**config.mk**
```make
export PLATFORM = sky130hd
export DESIGN_NAME = mult_div_unit
export DESIGN_NICKNAME = d
export VERILOG_FILES = /design/src/rtl/mult_div_unit.sv
export SDC_FILE = /design/constraint.sdc
export NUM_CORES = 1
export LEC_CHECK = 0
export ABC_AREA = 1
export CAP_MARGIN = 10
export CELL_PAD_IN_SITES_DETAIL_PLACEMENT = 0
export CELL_PAD_IN_SITES_GLOBAL_PLACEMENT = 1
export CORE_MARGIN = 3
export CORE_UTILIZATION = 46
export CTS_CLUSTER_DIAMETER = 150
export CTS_CLUSTER_SIZE = 28
export DETAILED_ROUTE_END_ITERATION = 16
export GPL_TIMING_DRIVEN = 0
export PLACE_DENSITY_LB_ADDON = 0.25
export SYNTH_ARGS = -nofsm -noshare
export SYNTH_HDL_FRONTEND = slang
export SYNTH_SLANG_ARGS = --single-unit
```
**constraint.sdc**
```tcl
create_clock -name i_clk -period 6.3 [get_ports i_clk]
set_input_delay 0.945 -clock i_clk [delete_from_list [all_inputs] [get_ports i_clk]]
set_output_delay 0.945 -clock i_clk [all_outputs]
set_load 0.02 [all_outputs]
```
**src/rtl/mult_div_unit.sv**
```systemverilog
// Iterative signed multiply/divide unit with HI/LO result registers.
// Multiply is magnitude shift-add, divide is restoring; both use WIDTH iterations plus a final sign fix.
module mult_div_unit #(
    parameter int WIDTH = 32
) (
    input  logic             i_clk,
    input  logic             i_reset,
    input  logic             i_start,
    input  logic             i_op,
    input  logic [WIDTH-1:0] i_a,
    input  logic [WIDTH-1:0] i_b,
    output logic [WIDTH-1:0] o_hi_out,
    output logic [WIDTH-1:0] o_lo_out,
    output logic             o_busy,
    output logic             o_done,
    output logic             o_div_zero
);
    localparam int CW = $clog2(WIDTH + 1);
    localparam logic [CW-1:0] CNT_ONE  = CW'(1);
    localparam logic [CW-1:0] CNT_LOAD = CW'(WIDTH);

    typedef enum logic [1:0] {
        S_IDLE = 2'd0,
        S_RUN  = 2'd1,
        S_DONE = 2'd2
    } state_t;

    function automatic logic [WIDTH-1:0] neg_w(input logic [WIDTH-1:0] v);
        neg_w = ~v + {{(WIDTH-1){1'b0}}, 1'b1};
    endfunction

    function automatic logic [2*WIDTH-1:0] neg_2w(input logic [2*WIDTH-1:0] v);
        neg_2w = ~v + {{(2*WIDTH-1){1'b0}}, 1'b1};
    endfunction

    function automatic logic [WIDTH-1:0] abs_w(input logic [WIDTH-1:0] v);
        abs_w = v[WIDTH-1] ? neg_w(v) : v;
    endfunction

    state_t           r_state;
    logic             r_op;
    logic             r_neg_q;
    logic             r_neg_r;
    logic [CW-1:0]    r_cnt;
    logic [WIDTH-1:0] r_acc;
    logic [WIDTH-1:0] r_q;
    logic [WIDTH-1:0] r_m;
    logic [WIDTH-1:0] r_hi;
    logic [WIDTH-1:0] r_lo;
    logic             r_busy;
    logic             r_done;
    logic             r_div_zero;

    logic [WIDTH:0]     w_sum;
    logic [WIDTH:0]     w_shift;
    logic [WIDTH:0]     w_trial;
    logic [WIDTH-1:0]   w_acc_nx;
    logic [WIDTH-1:0]   w_q_nx;
    logic [2*WIDTH-1:0] w_prod;
    logic [WIDTH-1:0]   w_hi_res;
    logic [WIDTH-1:0]   w_lo_res;

    // One shift-add (multiply) or restore-subtract (divide) step, plus the sign-corrected result
    always_comb begin
        w_sum    = {1'b0, r_acc} + {1'b0, r_m};
        w_shift  = {r_acc, r_q[WIDTH-1]};
        w_trial  = w_shift - {1'b0, r_m};
        w_acc_nx = r_acc;
        w_q_nx   = r_q;
        if (r_op == 1'b0) begin
            if (r_q[0]) begin
                w_acc_nx = w_sum[WIDTH:1];
                w_q_nx   = {w_sum[0], r_q[WIDTH-1:1]};
            end else begin
                w_acc_nx = {1'b0, r_acc[WIDTH-1:1]};
                w_q_nx   = {r_acc[0], r_q[WIDTH-1:1]};
            end
        end else begin
            // A borrow out of the trial subtraction means the divisor did not fit: restore
            if (w_trial[WIDTH]) begin
                w_acc_nx = w_shift[WIDTH-1:0];
                w_q_nx   = {r_q[WIDTH-2:0], 1'b0};
            end else begin
                w_acc_nx = w_trial[WIDTH-1:0];
                w_q_nx   = {r_q[WIDTH-2:0], 1'b1};
            end
        end
        w_prod = r_neg_q ? neg_2w({w_acc_nx, w_q_nx}) : {w_acc_nx, w_q_nx};
        if (r_op == 1'b0) begin
            w_hi_res = w_prod[2*WIDTH-1:WIDTH];
            w_lo_res = w_prod[WIDTH-1:0];
        end else begin
            w_hi_res = r_neg_r ? neg_w(w_acc_nx) : w_acc_nx;
            w_lo_res = r_neg_q ? neg_w(w_q_nx) : w_q_nx;
        end
    end

    // Control FSM, datapath iteration and registered outputs
    always_ff @(posedge i_clk or negedge i_reset) begin
        if (!i_reset) begin
            r_state    <= S_IDLE;
            r_op       <= 1'b0;
            r_neg_q    <= 1'b0;
            r_neg_r    <= 1'b0;
            r_cnt      <= {CW{1'b0}};
            r_acc      <= {WIDTH{1'b0}};
            r_q        <= {WIDTH{1'b0}};
            r_m        <= {WIDTH{1'b0}};
            r_hi       <= {WIDTH{1'b0}};
            r_lo       <= {WIDTH{1'b0}};
            r_busy     <= 1'b0;
            r_done     <= 1'b0;
            r_div_zero <= 1'b0;
        end else begin
            r_done <= 1'b0;
            case (r_state)
                S_IDLE, S_DONE: begin
                    if (i_start) begin
                        if (i_op && (i_b == {WIDTH{1'b0}})) begin
                            r_state    <= S_DONE;
                            r_done     <= 1'b1;
                            r_div_zero <= 1'b1;
                            r_busy     <= 1'b0;
                        end else begin
                            r_state    <= S_RUN;
                            r_op       <= i_op;
                            r_neg_q    <= i_a[WIDTH-1] ^ i_b[WIDTH-1];
                            r_neg_r    <= i_a[WIDTH-1];
                            r_cnt      <= CNT_LOAD;
                            r_acc      <= {WIDTH{1'b0}};
                            r_q        <= abs_w(i_a);
                            r_m        <= abs_w(i_b);
                            r_div_zero <= 1'b0;
                            r_busy     <= 1'b1;
                        end
                    end else begin
                        r_state <= S_IDLE;
                    end
                end
                S_RUN: begin
                    r_acc <= w_acc_nx;
                    r_q   <= w_q_nx;
                    r_cnt <= r_cnt - CNT_ONE;
                    if (r_cnt == CNT_ONE) begin
                        r_hi    <= w_hi_res;
                        r_lo    <= w_lo_res;
                        r_busy  <= 1'b0;
                        r_done  <= 1'b1;
                        r_state <= S_DONE;
                    end else begin
                        r_state <= S_RUN;
                    end
                end
                default: begin
                    r_state <= S_IDLE;
                    r_busy  <= 1'b0;
                end
            endcase
        end
    end

    assign o_hi_out   = r_hi;
    assign o_lo_out   = r_lo;
    assign o_busy     = r_busy;
    assign o_done     = r_done;
    assign o_div_zero = r_div_zero;
endmodule

```
-- Word level (Yosys, flattened, before mapping)
Cells that the tools add are included.
- register bits after elaboration: 174
- bits of input ports: 68
- output and inout port bits: 67
- logic and storage cells: 78
- add/subtract/negate cells: 8
- eq/ne operators: 6
- multiplexer cells: 34
- bitwise logic cells: 7
- reduce and logical (&&, ||, !) cells: 10
- operators with widths (cell ; count):
    $mux 32 ; 15
    $add 32x1->32 const B ; 4
    $not 32->32 ; 4
    $pmux 32 s2 ; 2
    $add 64x1->64 const B ; 1
    $mux 64 ; 1
    $not 64->64 ; 1
    $add 32x32->33 ; 1
    $sub 33x32->33 ; 1
    $logic_not 32->1 ; 1
    $mux 6 ; 2
    $pmux 6 s2 ; 1
    $mux 1 ; 7
    $eq 6x1->1 const B ; 1
    $mux 2 ; 3
    $ne 2x2->1 const B ; 3
    $reduce_and 2->1 ; 3
    $reduce_and 3->1 ; 2
    $sub 6x1->6 const B ; 1
    $pmux 1 s2 ; 2
    $pmux 2 s2 ; 1
    $eq 2x1->1 const B ; 1
    $eq 2x2->1 const B ; 1
    $logic_not 2->1 ; 1
    other kinds (5) ; 5

-- Logic depth before layout (Yosys ltp)
Gate-level depths: netlist (run 1).
- depth in word-level cells: 7
- mapped depth: 32
- mapped depth without buffers: 31

-- Least setup slack after synthesis (run 1)
OpenSTA, ideal clock, no wires.
- path type: register to register
- start: register r_q[31]
- end: register r_hi[22], in the netlist o_hi_out[22]
- library setup time: 0.118 ns
- arrival: 3.729 ns
- data required time: 6.182 ns
- setup slack: 2.453 ns
- cell stages (with the launch flop): 32
- path buffers: 1
- period minus slack after synthesis: 3.847 ns
- path through: dfrtp_1 -> inv_1 -> ha_1 -> fa_1 -> inv_1 -> nand2_1 -> nand2_1 -> nand3_1 -> nand2_2 -> nand2_1 -> nand2_2 -> nand2_4 -> nand3_2 -> nand2_4 -> buf_12 -> a21boi_4 -> ha_1 -> nand3_1 -> nor2_2 -> nand3_2 -> nor2_2 -> nand3_2 -> nor2_1 -> nand3_1 -> nor2_2 -> nand2_1 -> o21ai_2 -> nand3_1 -> nand2_1 -> nand2_1 -> nand3_1 -> nand2_1
- cells in the longest elaborated chain, start to end: 7
- elaborated cells between the ends (all ways): 13
- classes of those cells: 3 x add/sub; 8 x mux; 2 x bitwise
- RTL lines (element ; RTL line ; text):
    from (decl) ; 46 ; logic [WIDTH-1:0] r_q;
    from (signal assigned) ; 107 ; r_q <= {WIDTH{1'b0}};
    from (signal assigned) ; 131 ; r_q <= abs_w(i_a);
    from (signal assigned) ; 142 ; r_q <= w_q_nx;
    $sub 33x32->33 ; 67 ; w_trial = w_shift - {1'b0, r_m};
    $mux 1 / $mux 32 (equally long branches) ; 80 ; if (w_trial[WIDTH]) begin
    $mux 32 ; 70 ; if (r_op == 1'b0) begin
    $not 64->64 / $not 32->32 (equally long branches) ; 33, 29 ;
    $add 64x1->64 / $add 32x1->32 (equally long branches) ; 33, 29 ;
    $mux 64 / $mux 32 (equally long branches) ; 88, 93 ;
    $mux 32 (*) ; 89 ; if (r_op == 1'b0) begin
    to (signal assigned) ; 109 ; r_hi <= {WIDTH{1'b0}};
    to (signal assigned) ; 145 ; r_hi <= w_hi_res;
    to (decl) ; 48 ; logic [WIDTH-1:0] r_hi;
Mark *: on every way between the ends. The rest lies on a longest branch, timed or not.
A chain may end at the register's enable or synchronous reset.

-- Worst setup path in the final report (run 1)
- start: register r_q[31]
- end: register r_hi[18], in the netlist o_hi_out[18]
The elaborated chain is that of the path after synthesis.

==> results of run 1 <==
## area by class of cell
type / count / area, um2 / area share
Buffer: 80 / 394 / 0.0209
Clock buffer: 19 / 433 / 0.0230
Clock inverter: 13 / 169 / 0.00897
Inverter: 366 / 1370 / 0.0729
Multi-Input combinational cell: 1989 / 10200 / 0.542
Sequential cell: 173 / 4330 / 0.230
Tap cell: 455 / 569 / 0.0302
Timing Repair Buffer: 134 / 1360 / 0.0724
## state kept, by name, indices dropped and copies added, names as in the netlist
name	cells
r_neg_r	1
o_busy	1
o_div_zero	1
r_m	32
o_done	1
r_neg_q	1
r_state	1
o_hi_out	32
r_op	1
r_acc	32
o_lo_out	32
r_q	32
r_cnt	6
## logic make-up after synthesis
family,after synthesis,synth area share
buffers and inverters,446,0.108
adder cells (fa/ha/maj),72,0.0562
flip-flops,173,0.266
XOR/XNOR,117,0.0628
AO/OA/AOI/OAI,407,0.144
AND/OR/NAND/NOR,1393,0.363
## layout by cell type (no fill, tap or decap), types with 17 or more instances in the layout
| cell type | n |
|---|---|
| o22ai_1 | 34 |
| dfrtp_1 | 173 |
| o21ai_0 | 171 |
| a21oi_1 | 102 |
| nor2_2 | 22 |
| o221ai_1 | 19 |
| nand4_1 | 20 |
| o211ai_1 | 18 |
| ha_1 | 70 |
| inv_1 | 355 |
| xnor2_1 | 35 |
| nand3_1 | 201 |
| clkbuf_16 | 17 |
| clkbuf_1 | 51 |
| nand2_1 | 834 |
| clkdlybuf4s50_1 | 132 |
| nor2_1 | 211 |
| nor3_1 | 34 |
| nand2_2 | 21 |
| xor2_1 | 82 |
## cells in the mapped netlist (all sizes together)
cell type  instances  share of area
a21boi             1         0.0012
a21o               4         0.0018
a21oi            106          0.034
a221oi             1        0.00054
a22oi              4         0.0018
a31oi              5         0.0019
a41oi              2         0.0011
and2               5         0.0021
buf               31          0.013
clkbuf            49          0.011
clkinv             1        0.00023
dfrtp            173           0.27
fa                 2         0.0025
ha                70          0.054
inv              365          0.084
nand2            861           0.20
nand3            208          0.066
nand3b             7         0.0032
nand4             21         0.0084
nor2             235          0.058
nor3              36          0.012
nor3b              2        0.00092
nor4               9         0.0035
o211ai            18         0.0083
o21a               2        0.00092
o21ai            190          0.059
o21bai            13         0.0060
o221ai            19          0.010
o22ai             34          0.013
o311ai             1        0.00054
o31ai              6         0.0028
o41ai              1        0.00054
or2                7         0.0027
or4                2        0.00092
xnor2             35          0.019
xor2              82          0.044
## worst reg2reg max path, delay by kind of cell, from the launching register on
family          cells  cell delay [ns]
simple gates       23             2.67
fa+ha+maj           3             0.93
compound gates      2             0.56
flops               1             0.37
buf+inv             3             0.36
## final timing paths
path | start | end | slack (ns) | cells after the start
hold / removal | i_reset | r_acc[31] | 0.40 | 1
hold reg to reg | o_hi_out[30] | o_hi_out[30] | 0.48 | 2
min in group i_clk | o_hi_out[30] | o_hi_out[30] | 0.48 | 2
setup reg to reg | r_q[31] | o_hi_out[18] | 1.30 | 31
max in group asynchronous | i_reset | r_m[14] | 4.90 | 2
setup / recovery | r_q[31] | o_hi_out[18] | 1.30 | 31
## metrics by stage
step | TNS [ns] | cells
after floorplan | 0 | 2608
after global placement | -524.94 | 3196
after detailed placement | 0 | 3197
after CTS | 0 | 3229
after global routing | 0 | 3229
final | 0 | 3229
## metal layers
metal | up-vias | GRT usage | wire [um]
met3 | 126 | 0.0454 | 4220
met5 | - | 0 | 0
met4 | 0 | 0.126 | 2530
met2 | 715 | 0.565 | 29700
met1 | 8573 | 0.440 | 27400
li1 | 8729 | - | -
==> impl_metrics.json, run 1 <==
{
  "wl_per_cell_um": 19.8,
  "postLayoutSetupSlackWorst_ns": 1.30,
  "clk_path_buf_depth": 2,
  "grt_pass1_vias": 17700,
  "drt_drc_violations_left": 0,
  "worstSkewPairLatency_ns": 0.47,
  "final_area_um2": 18800,
  "max_stage_delay_ns": 0.41,
  "clkSlewWorstSetupHoldPaths_ns": 0.07,
  "fillCellCount": 3612,
  "finalCritPeriodShare": 0.793,
  "cts_sinks": 173,
  "core_area_um2": 34700,
  "synth_warnings": 0,
  "crit_path_end_kind": "flip-flop",
  "hold_class": "primary input to asynchronous set/reset pin",
  "crit_family": "simple AND/OR/NAND/NOR gates",
  "pre_cts_slack_ns": 1.35,
  "post-cts-setup-buffers": 0,
  "die-height_um": 194,
  "cts_tree": "done",
  "dieArea_um2": 37700,
  "ys_types": 57,
  "startpoint_type": "flip-flop",
  "synth_nets": 2748,
  "wl_um": 63900,
  "antenna_found_initial": 0,
  "htree_levels": 4,
  "synthToLayoutAreaGrowth_pct": 15.5,
  "hold_slack_ns": 0.400,
  "fin_crit_ns": 5.00,
  "drtIter0Drc": 1571,
  "finalSetupViolCount": 0,
  "num_rows": 68,
  "firstDrtPassIters": 6,
  "synth.cell_area_um2": 16300,
  "avgSynthCellArea_um2": 6.25,
  "outcome": "finished clean",
  "io_pins": 135,
  "die_w_um": 194,
  "timing.fmax_mhz": 200,
  "start_util": 0.470,
  "routed_via_density": 5.62,
  "slew_viol_final": 0,
  "required_ns": 6.65,
  "crit_top_cell": "nand2_1",
  "worstMarginPinSlew_ns": 0.966,
  "gp_congestion": 1.00,
  "grt_max_degree": 122,
  "maxSlewHeadroom": 0.353,
  "nets": 2901,
  "grtUsageTotal": 0.335,
  "rsz0062_at_grt": "no",
  "slowest_stage": "fa_1",
  "crit_type": "flip-flop to flip-flop",
  "placed_area_um2": 18200,
  "antenna_cells": 0,
  "dp_hpwl_um": 52700,
  "finClkSkew_ns": 0.0120,
  "ys_seq_area_frac": 0.266,
  "drtAntennaViolNets": 0,
  "post_cts_resized": 0,
  "ys_ff_latch": 173,
  "vias": 18100,
  "drv_cap": 0,
  "fin_util": 0.543,
  "cts_hold_buf": 0,
  "overflow": 0,
  "worstPathArrival_ns": 5.35,
  "clockRootBuffer": "clkbuf_16",
  "grt_pass1_wl_um": 99100,
  "layout-drive-gt1-share": 0.0501,
  "cp_max_fo": 10,
  "portBuffers": 133,
  "syn_inst": 2608,
  "cts_buffers": 17,
  "critPathBufInv": 3,
  "hold_viol": 0
}
Power of run 1 is not shown: default switching activity piles up to over one toggle a cycle in this logic, so the estimate is an artifact.
==> run 2: changes to the inputs <==
CORE_UTILIZATION = 38   (was 46)
clock period = 4.2 ns   (was 6.3 ns; I/O delays follow)
==> impl_metrics.json, run 2 (synthesis results as in run 1) <==
{
  "hold_viol": 0,
  "nets": 2926,
  "worstMarginPinSlew_ns": 1.08,
  "drtAntennaViolNets": 0,
  "final_cell_mix": "nand2_1 (826), inv_1 (350), nor2_1 (209), nand3_1 (193), o21ai_0 (170)",
  "die-height_um": 213,
  "drv_cap": 0,
  "startpoint_type": "flip-flop",
  "timing.fmax_mhz": 246,
  "wl_per_cell_um": 19.6,
  "cts_hold_buf": 0,
  "io_pins": 135,
  "cts_buffers": 17,
  "postLayoutSetupSlackWorst_ns": 0.128,
  "die_w_um": 213,
  "max_stage_delay_ns": 0.42,
  "slew_viol_final": 0,
  "grtUsageTotal": 0.289,
  "crit_type": "flip-flop to flip-flop",
  "dieArea_um2": 45400,
  "antenna_cells": 0,
  "finalSetupViolCount": 0,
  "grt_pass1_wl_um": 99500,
  "grt_max_degree": 103,
  "portBuffers": 133,
  "routed_via_density": 5.34,
  "core_area_um2": 42100,
  "grt_pass1_vias": 16900,
  "cts_sinks": 173,
  "rsz0062_at_grt": "yes",
  "num_rows": 75,
  "required_ns": 4.55,
  "synthToLayoutAreaGrowth_pct": 19.8,
  "antenna_found_initial": 2,
  "maxSlewHeadroom": 0.277,
  "clk_path_buf_depth": 2,
  "finClkSkew_ns": 0.0193,
  "clockRootBuffer": "clkbuf_16",
  "r2r_cells": 29,
  "clkSlewWorstSetupHoldPaths_ns": 0.08,
  "final_common_cell": "nand2_1",
  "drt_drc_violations_left": 0,
  "wl_um": 65500,
  "cts_tree": "done",
  "gp_congestion": 0.985,
  "crit_path_end_kind": "flip-flop",
  "firstDrtPassIters": 5,
  "fillCellCount": 4484,
  "finalCritPeriodShare": 0.970,
  "slowest_stage": "dfrtp_1",
  "outcome": "finished clean",
  "layout-drive-gt1-share": 0.0861,
  "vias": 17800,
  "cp_max_fo": 9,
  "pre_cts_slack_ns": -0.691,
  "overflow": 0,
  "fin_crit_ns": 4.07,
  "htree_levels": 4,
  "drtIter0Drc": 1625,
  "worstSkewPairLatency_ns": 0.47,
  "worstPathArrival_ns": 4.42,
  "dp_hpwl_um": 53900,
  "hold_class": "primary input to asynchronous set/reset pin",
  "start_util": 0.387
}
run 2: cell types whose count changed in the layout (fill, tap and decap cells not counted), sizes merged:
| cell | delta |
|---|---|
| buf | +24 |
| clkinvlp | +1 |
| clkbuf | -1 |
| inv | +2 |
| bufinv | -1 |
run 2: worst max-delay path: cells and delay by family, from the launching register on:
family          cells  cell delay, ns
simple gates       23            2.20
fa+ha+maj           3            0.80
compound gates      2            0.44
flops               1            0.42
buf+inv             1            0.07
run 2: timing repair:
action                                  4_1_cts  5_1_grt
endpoints found under the hold margin         0        0
pin swaps                                     9       19
setup buffers                                 8       18
resized for setup                            47       50
endpoints found under the setup margin       16       54
run 2: final cells by class:
class	instances	area [um2]	share of cell area
Multi-Input combinational cell	1989	10600	0.541
Sequential cell	173	4360	0.223
Timing Repair Buffer	160	1560	0.0798
Inverter	366	1370	0.0703
Tap cell	539	674	0.0345
Clock buffer	17	425	0.0218
Buffer	79	377	0.0193
Clock inverter	15	191	0.00980
run 2: through the flow:
| stage | cells | hold slack [ns] | setup TNS, ns | area (um2) | util |
|---|---|---|---|---|---|
| detailed placement | 3281 | 0.465 | -16.76 | 18300 | 0.435 |
| global route | 3338 | 0.169 | -0.192 | 19500 | 0.464 |
| global placement | 3280 | 0.462 | -922.29 | 18300 | 0.435 |
| floorplan | 2608 | 0.334 | 0 | 16300 | - |
| CTS | 3321 | 0.143 | 0 | 19200 | 0.457 |
| finish | 3338 | 0.130 | 0 | 19500 | 0.464 |
run 2: metal layers:
metal | global-route usage | wire length, um | share of wire | vias to the layer above
met5 | 0 | 13 | 0.00020 | -
met4 | 0.0875 | 1920 | 0.029 | 2
met3 | 0.0307 | 3490 | 0.053 | 88
met2 | 0.469 | 30000 | 0.46 | 595
met1 | 0.406 | 30000 | 0.46 | 8381
li1 | - | - | - | 8751
run 2: path summary, 6_finish.rpt:
path,slack [ns],start,end
max,0.13,r_m[0],o_hi_out[30]
min reg2reg,0.48,o_hi_out[26],o_hi_out[26]
min in group i_clk,0.48,o_hi_out[26],o_hi_out[26]
max reg2reg,0.13,r_m[0],o_hi_out[30]
max in group asynchronous,3.07,i_reset,r_m[29]
min,0.13,i_reset,r_m[27]
Power of run 2 is left out for the same reason.
==> edit 1, RTL diff (flow settings as in run 1) <==
Encoding of `state_t`: now one-hot (3 bits for 3 states).
--- a/src/rtl/mult_div_unit.sv
+++ b/src/rtl/mult_div_unit.sv
@@ -19,10 +19,10 @@
     localparam logic [CW-1:0] CNT_ONE  = CW'(1);
     localparam logic [CW-1:0] CNT_LOAD = CW'(WIDTH);
 
-    typedef enum logic [1:0] {
-        S_IDLE = 2'd0,
-        S_RUN  = 2'd1,
-        S_DONE = 2'd2
+    typedef enum logic [2:0] {
+        S_IDLE = 3'b001,
+        S_RUN  = 3'b010,
+        S_DONE = 3'b100
     } state_t;
 
     function automatic logic [WIDTH-1:0] neg_w(input logic [WIDTH-1:0] v);
Formal check against the unedited RTL: no difference found for any inputs over 10 cycles, from zero or initial values and one cycle with i_reset low; not proved beyond that.
==> edit 1 against run 1 <==
Routed wire length increased by 3.2%. Synthesized area increased by 1.7%. Worst setup slack got worse by 0.50 ns. Cell area increased by 1.3%. Hold slack improved by 0.080 ns. Sequential cell count increased by 1.
Power is not shown: default switching activity piles up to over one toggle a cycle in this logic, so the estimate is an artifact.
==> edit 1: results (changes against run 1) <==
[global_routing]
grt_pass1_wl_um = 101100  ; +2.0%
grt_max_degree = 104  ; -15%
grt_use_total_pct = 33.86  ; +0.34 points
grt_pass1_vias = 17740  ; -0.011%
antenna_found_initial = 0  ; unchanged

[setup_path]
cp.arrival_ns = 5.84  ; +0.49 ns
slowest_delay_ns = 0.41  ; about the same
critPathSlowestCell = fa_1
crit_fanout = 10  ; unchanged

[clock_network]
cts_setup_buffers = 0  ; unchanged
root_buffer = clkbuf_16
htreeDepth = 4  ; unchanged
cts_buffer_depth = 2  ; unchanged
clk_pin_slew_ns = 0.07  ; about the same
cts_resized = 0  ; unchanged

[sta]
worstMarginPinSlew_ns = 1.154  ; +0.1875 ns
clock_skew_ns = 0.01693  ; +0.004951 ns

[placement]
dp.cells = 3261  ; +2.0%
gp_congestion = 1.026  ; +2.6%
place_hpwl_um = 54170  ; +2.8%

[logic_synthesis]
ys.flop_type = dfrtp_1
synth_async_sr_flop_share_pct = 100.0  ; unchanged
ys_warn_count = 0  ; unchanged
synth_cell_types = 54  ; -5.3%
seq_area_frac_synth_pct = 26.26  ; -0.29 points
syn_avg_cell_area_um2 = 6.206  ; -0.73%
netlist_top_cells_area = dfrtp_1 (26%), nand2_1 (19%), inv_1 (7.4%)
yosys-top-cells-count = nand2_1 (845), inv_1 (329), nor2_1 (265), nand3_1 (203), dfrtp_1 (173)
syn-num-nets = 2812  ; +2.3%

[final_layout]
antenna_cells = 0  ; unchanged
fillers = 3623  ; +0.30%
nets = 2965  ; +2.2%
drive_gt1_share_pct = 5.532  ; +0.52 points

[run_status]
status = complete, no violations

[die]
die_x_um = 195.9  ; +0.82%

[detailed_routing]
drtIter0Drc = 1904  ; +21%
wl_um = 65960  ; +3.2%
viasPerCell = 5.651  ; +0.58%
wl_per_cell_um = 20.03  ; +1.2%

-- edit 1: worst max-delay path: cells and delay by family, from the launching register on --
family,cells,cell delay [ns]
AOI/OAI and AO/OA,3,0.65
adders and majority gates,3,0.88
buffers and inverters,5,0.53
DFF,1,0.36
and+or+nand+nor,22,2.97
-- edit 1: area by class of cell --
class	count	area, um^2	area share, %
multi-input combinational	2069	10520	55.13
clock buffer	19	442.9	2.321
timing repair buffer	134	1364	7.145
sequential	174	4355	22.82
inverter	346	1299	6.804
buffer	83	406.6	2.130
tap	455	569.3	2.983
clock inverter	13	127.6	0.6686
-- edit 1: final timing paths --
check                           depth (start not counted)         start  slack [ns]           end
worst max-delay path                                   33       r_q[31]        0.80  o_hi_out[16]
worst min-delay path                                    1       i_reset        0.48       r_m[17]
worst max register to register                         33       r_q[31]        0.80  o_hi_out[16]
worst min register to register                          2  o_hi_out[29]        0.48  o_hi_out[29]
max in group asynchronous                               2       i_reset        4.84       r_m[26]
min in group i_clk                                      2  o_hi_out[29]        0.48  o_hi_out[29]
-- edit 1: metrics by stage --
| stage | utilization (%) | worst slack (ns) | setup TNS, ns | cell area (um^2) |
|---|---|---|---|---|
| 5_1_grt | 54.45 | 0.4468 | 0 | 19090 |
| 6_report | 54.45 | 0.8041 | 0 | 19090 |
| 3_3_place_gp | 52.73 | -3.189 | -546.82 | 18480 |
| 4_1_cts | 54.45 | 0.9611 | 0 | 19090 |
| 3_5_place_dp | 52.82 | 0.9686 | 0 | 18520 |
| 2_1_floorplan | - | 2.356 | 0 | 16580 |
-- edit 1: metal layers --
metal | GRT usage [%] | part of all wire, % | routed length, um | vias up
met5 | 0 | 0 | 0 | -
met4 | 10.77 | 3.2 | 2102 | 0
met3 | 4.637 | 7.6 | 5012 | 106
met2 | 54.93 | 45 | 29700 | 853
met1 | 46.90 | 44 | 29140 | 8705
li1 | - | - | - | 8945
-- edit 1: logic make-up after synthesis --
logic type / synth area share (%)
and+or+nand+nor: 37.59
buffers and inverters: 10.28
AOI/OAI and AO/OA: 14.32
DFF: 26.26
xor gates and xnor gates: 6.021
adders and majority gates: 5.523
==> edit 2, RTL diff (config.mk and constraints of run 1) <==
Without the edit above. Change the parameter `WIDTH` from 32 to 16.
--- a/src/rtl/mult_div_unit.sv
+++ b/src/rtl/mult_div_unit.sv
@@ -1,7 +1,7 @@
 // Iterative signed multiply/divide unit with HI/LO result registers.
 // Multiply is magnitude shift-add, divide is restoring; both use WIDTH iterations plus a final sign fix.
 module mult_div_unit #(
-    parameter int WIDTH = 32
+    parameter int WIDTH = 16
 ) (
     input  logic             i_clk,
     input  logic             i_reset,
Interface: changed (resized i_a, i_b, o_hi_out and o_lo_out); port bits go from 135 to 71. No check against the original RTL was run, so the function may have changed too.
==> edit 2 against run 1 <==
Synthesized area decreased by 52%. Critical endpoint is now o_hi_out[10]. Routed wire length decreased by 63%. Sequential cell count decreased by 81. Worst setup slack improved by 0.56 ns. Via count decreased by 56%. Fmax increased by 13%. Cell area decreased by 51%. Sequential share of layout area increased by 2.1 points. Global-route usage decreased by 7.2 points. Synthesized cell count decreased by 53%.
Power is not shown: default switching activity piles up to over one toggle a cycle in this logic, so the estimate is an artifact.
==> edit 2: results (changes against run 1) <==
[final_layout]
finalNonFillerCells = 1534  ; -52%
fillers = 1698  ; -53%
drive_gt1_share_pct = 5.251  ; +0.24 points
nets = 1385  ; -52%

[global_routing]
grt_max_degree = 69  ; -43%
grt_pass1_vias = 7584  ; -57%
grt_use_total_pct = 26.37  ; -7.2 points
grt_pass1_wl_um = 38840  ; -61%

[logic_synthesis]
synthMuxAreaShare_pct = 0.1266  ; +0.13 points
synth_compound_area_share_pct = 13.53  ; -0.90 points
synth_async_sr_flop_share_pct = 100.0  ; unchanged
synthAdderAreaFrac_pct = 6.519  ; +0.90 points
syn-num-nets = 1304  ; -53%
netlist_top_cells_area = dfrtp_1 (29%), nand2_1 (19%), inv_1 (8.3%)
yosys-top-cells-count = nand2_1 (401), inv_1 (174), nand3_1 (93), dfrtp_1 (92), o21ai_0 (81)
synth_xor_area_share_pct = 5.649  ; -0.64 points
synth_cell_types = 48  ; -16%
syn_avg_cell_area_um2 = 6.439  ; +3.0%
seq_area_frac_synth_pct = 29.11  ; +2.6 points

[setup_path]
crit_fanout = 8  ; -2
crit_end = o_hi_out[10]
slowest_delay_ns = 0.46  ; +0.05 ns
reg2reg_depth = 28  ; -9.7%
cp.arrival_ns = 4.69  ; -0.66 ns
worstSetupStartpoint = r_m[0]
r2r-end = o_hi_out[10]
ff2ff_setup_slack_ns = 1.86  ; +0.56 ns

[clock_network]
cts_resized = 0  ; unchanged
cts_buffers = 9  ; -8
clk_latency_ns = 0.36  ; -0.11 ns
htreeDepth = 3  ; -1

[run_status]
status = complete, no violations

[sta]
relSlewSlack_pct = 37.68  ; +2.3 points
clock_skew_ns = 0.009305  ; -0.002670 ns

[hold_path]
hold_class = reg2reg

[placement]
place_hpwl_um = 19230  ; -63%
dp.cells = 1518  ; -53%
io_buffers = 69  ; -48%
gp_congestion = 0.9502  ; -5.0%

[detailed_routing]
drtIter0Drc = 500  ; -68%
vias = 8023  ; -56%
wl_um = 23890  ; -63%
dr.pass1.iters = 5  ; -1

[edit 2: changes by cell type after synthesis, sizes merged, moves of 81 or more]
cell,delta
nand2,-444
inv,-187
nor2,-148
nand3,-112
o21ai,-103
dfrtp,-81
[edit 2: how the worst min path moves through the flow]
stage	from	end	slack [ns]	cells after the start
2_1_floorplan	r_m[15]	r_m[15]	0.47	2
3_3_place_gp	o_hi_out[13]	o_hi_out[13]	0.46	2
3_5_place_dp	o_hi_out[13]	o_hi_out[13]	0.47	2
4_1_cts	o_hi_out[13]	o_hi_out[13]	0.49	2
5_1_grt	o_hi_out[7]	o_hi_out[7]	0.50	2
6_report	o_hi_out[14]	o_hi_out[14]	0.48	2
[edit 2: final cells by class]
type,count,area (um^2),area share (%)
Buffer,36,163.9,1.784
Sequential cell,92,2302,25.05
Inverter,178,668.1,7.270
Tap cell,220,275.3,2.995
Clock inverter,7,66.31,0.7216
Clock buffer,9,225.2,2.451
Multi-Input combinational cell,922,4773,51.94
Timing Repair Buffer,70,715.7,7.788
[edit 2: through the flow]
step	setup slack [ns]	instance area (um^2)	util [%]	hold WS, ns
floorplan	2.813	7908	-	0.4719
global placement	0.7612	8874	53.13	0.4615
detailed placement	1.912	8899	53.28	0.4652
CTS	1.897	9190	55.03	0.4862
global route	1.517	9190	55.03	0.5005
finish	1.864	9190	55.03	0.4806
[edit 2: metal layers]
layer  track usage (%)  vias up  wire length [um]
li1                  -     4107                 -
met1             37.33     3652             11260
met2             40.68      221             10480
met3             4.007       43              1433
met4             9.812        0               718
met5                 0        -                 0
[edit 2: worst min-delay path, stage by stage (launching register included)]
cell and delay, ns:
dfrtp_1 0.35, nand2_1 0.05, nand2_1 0.05
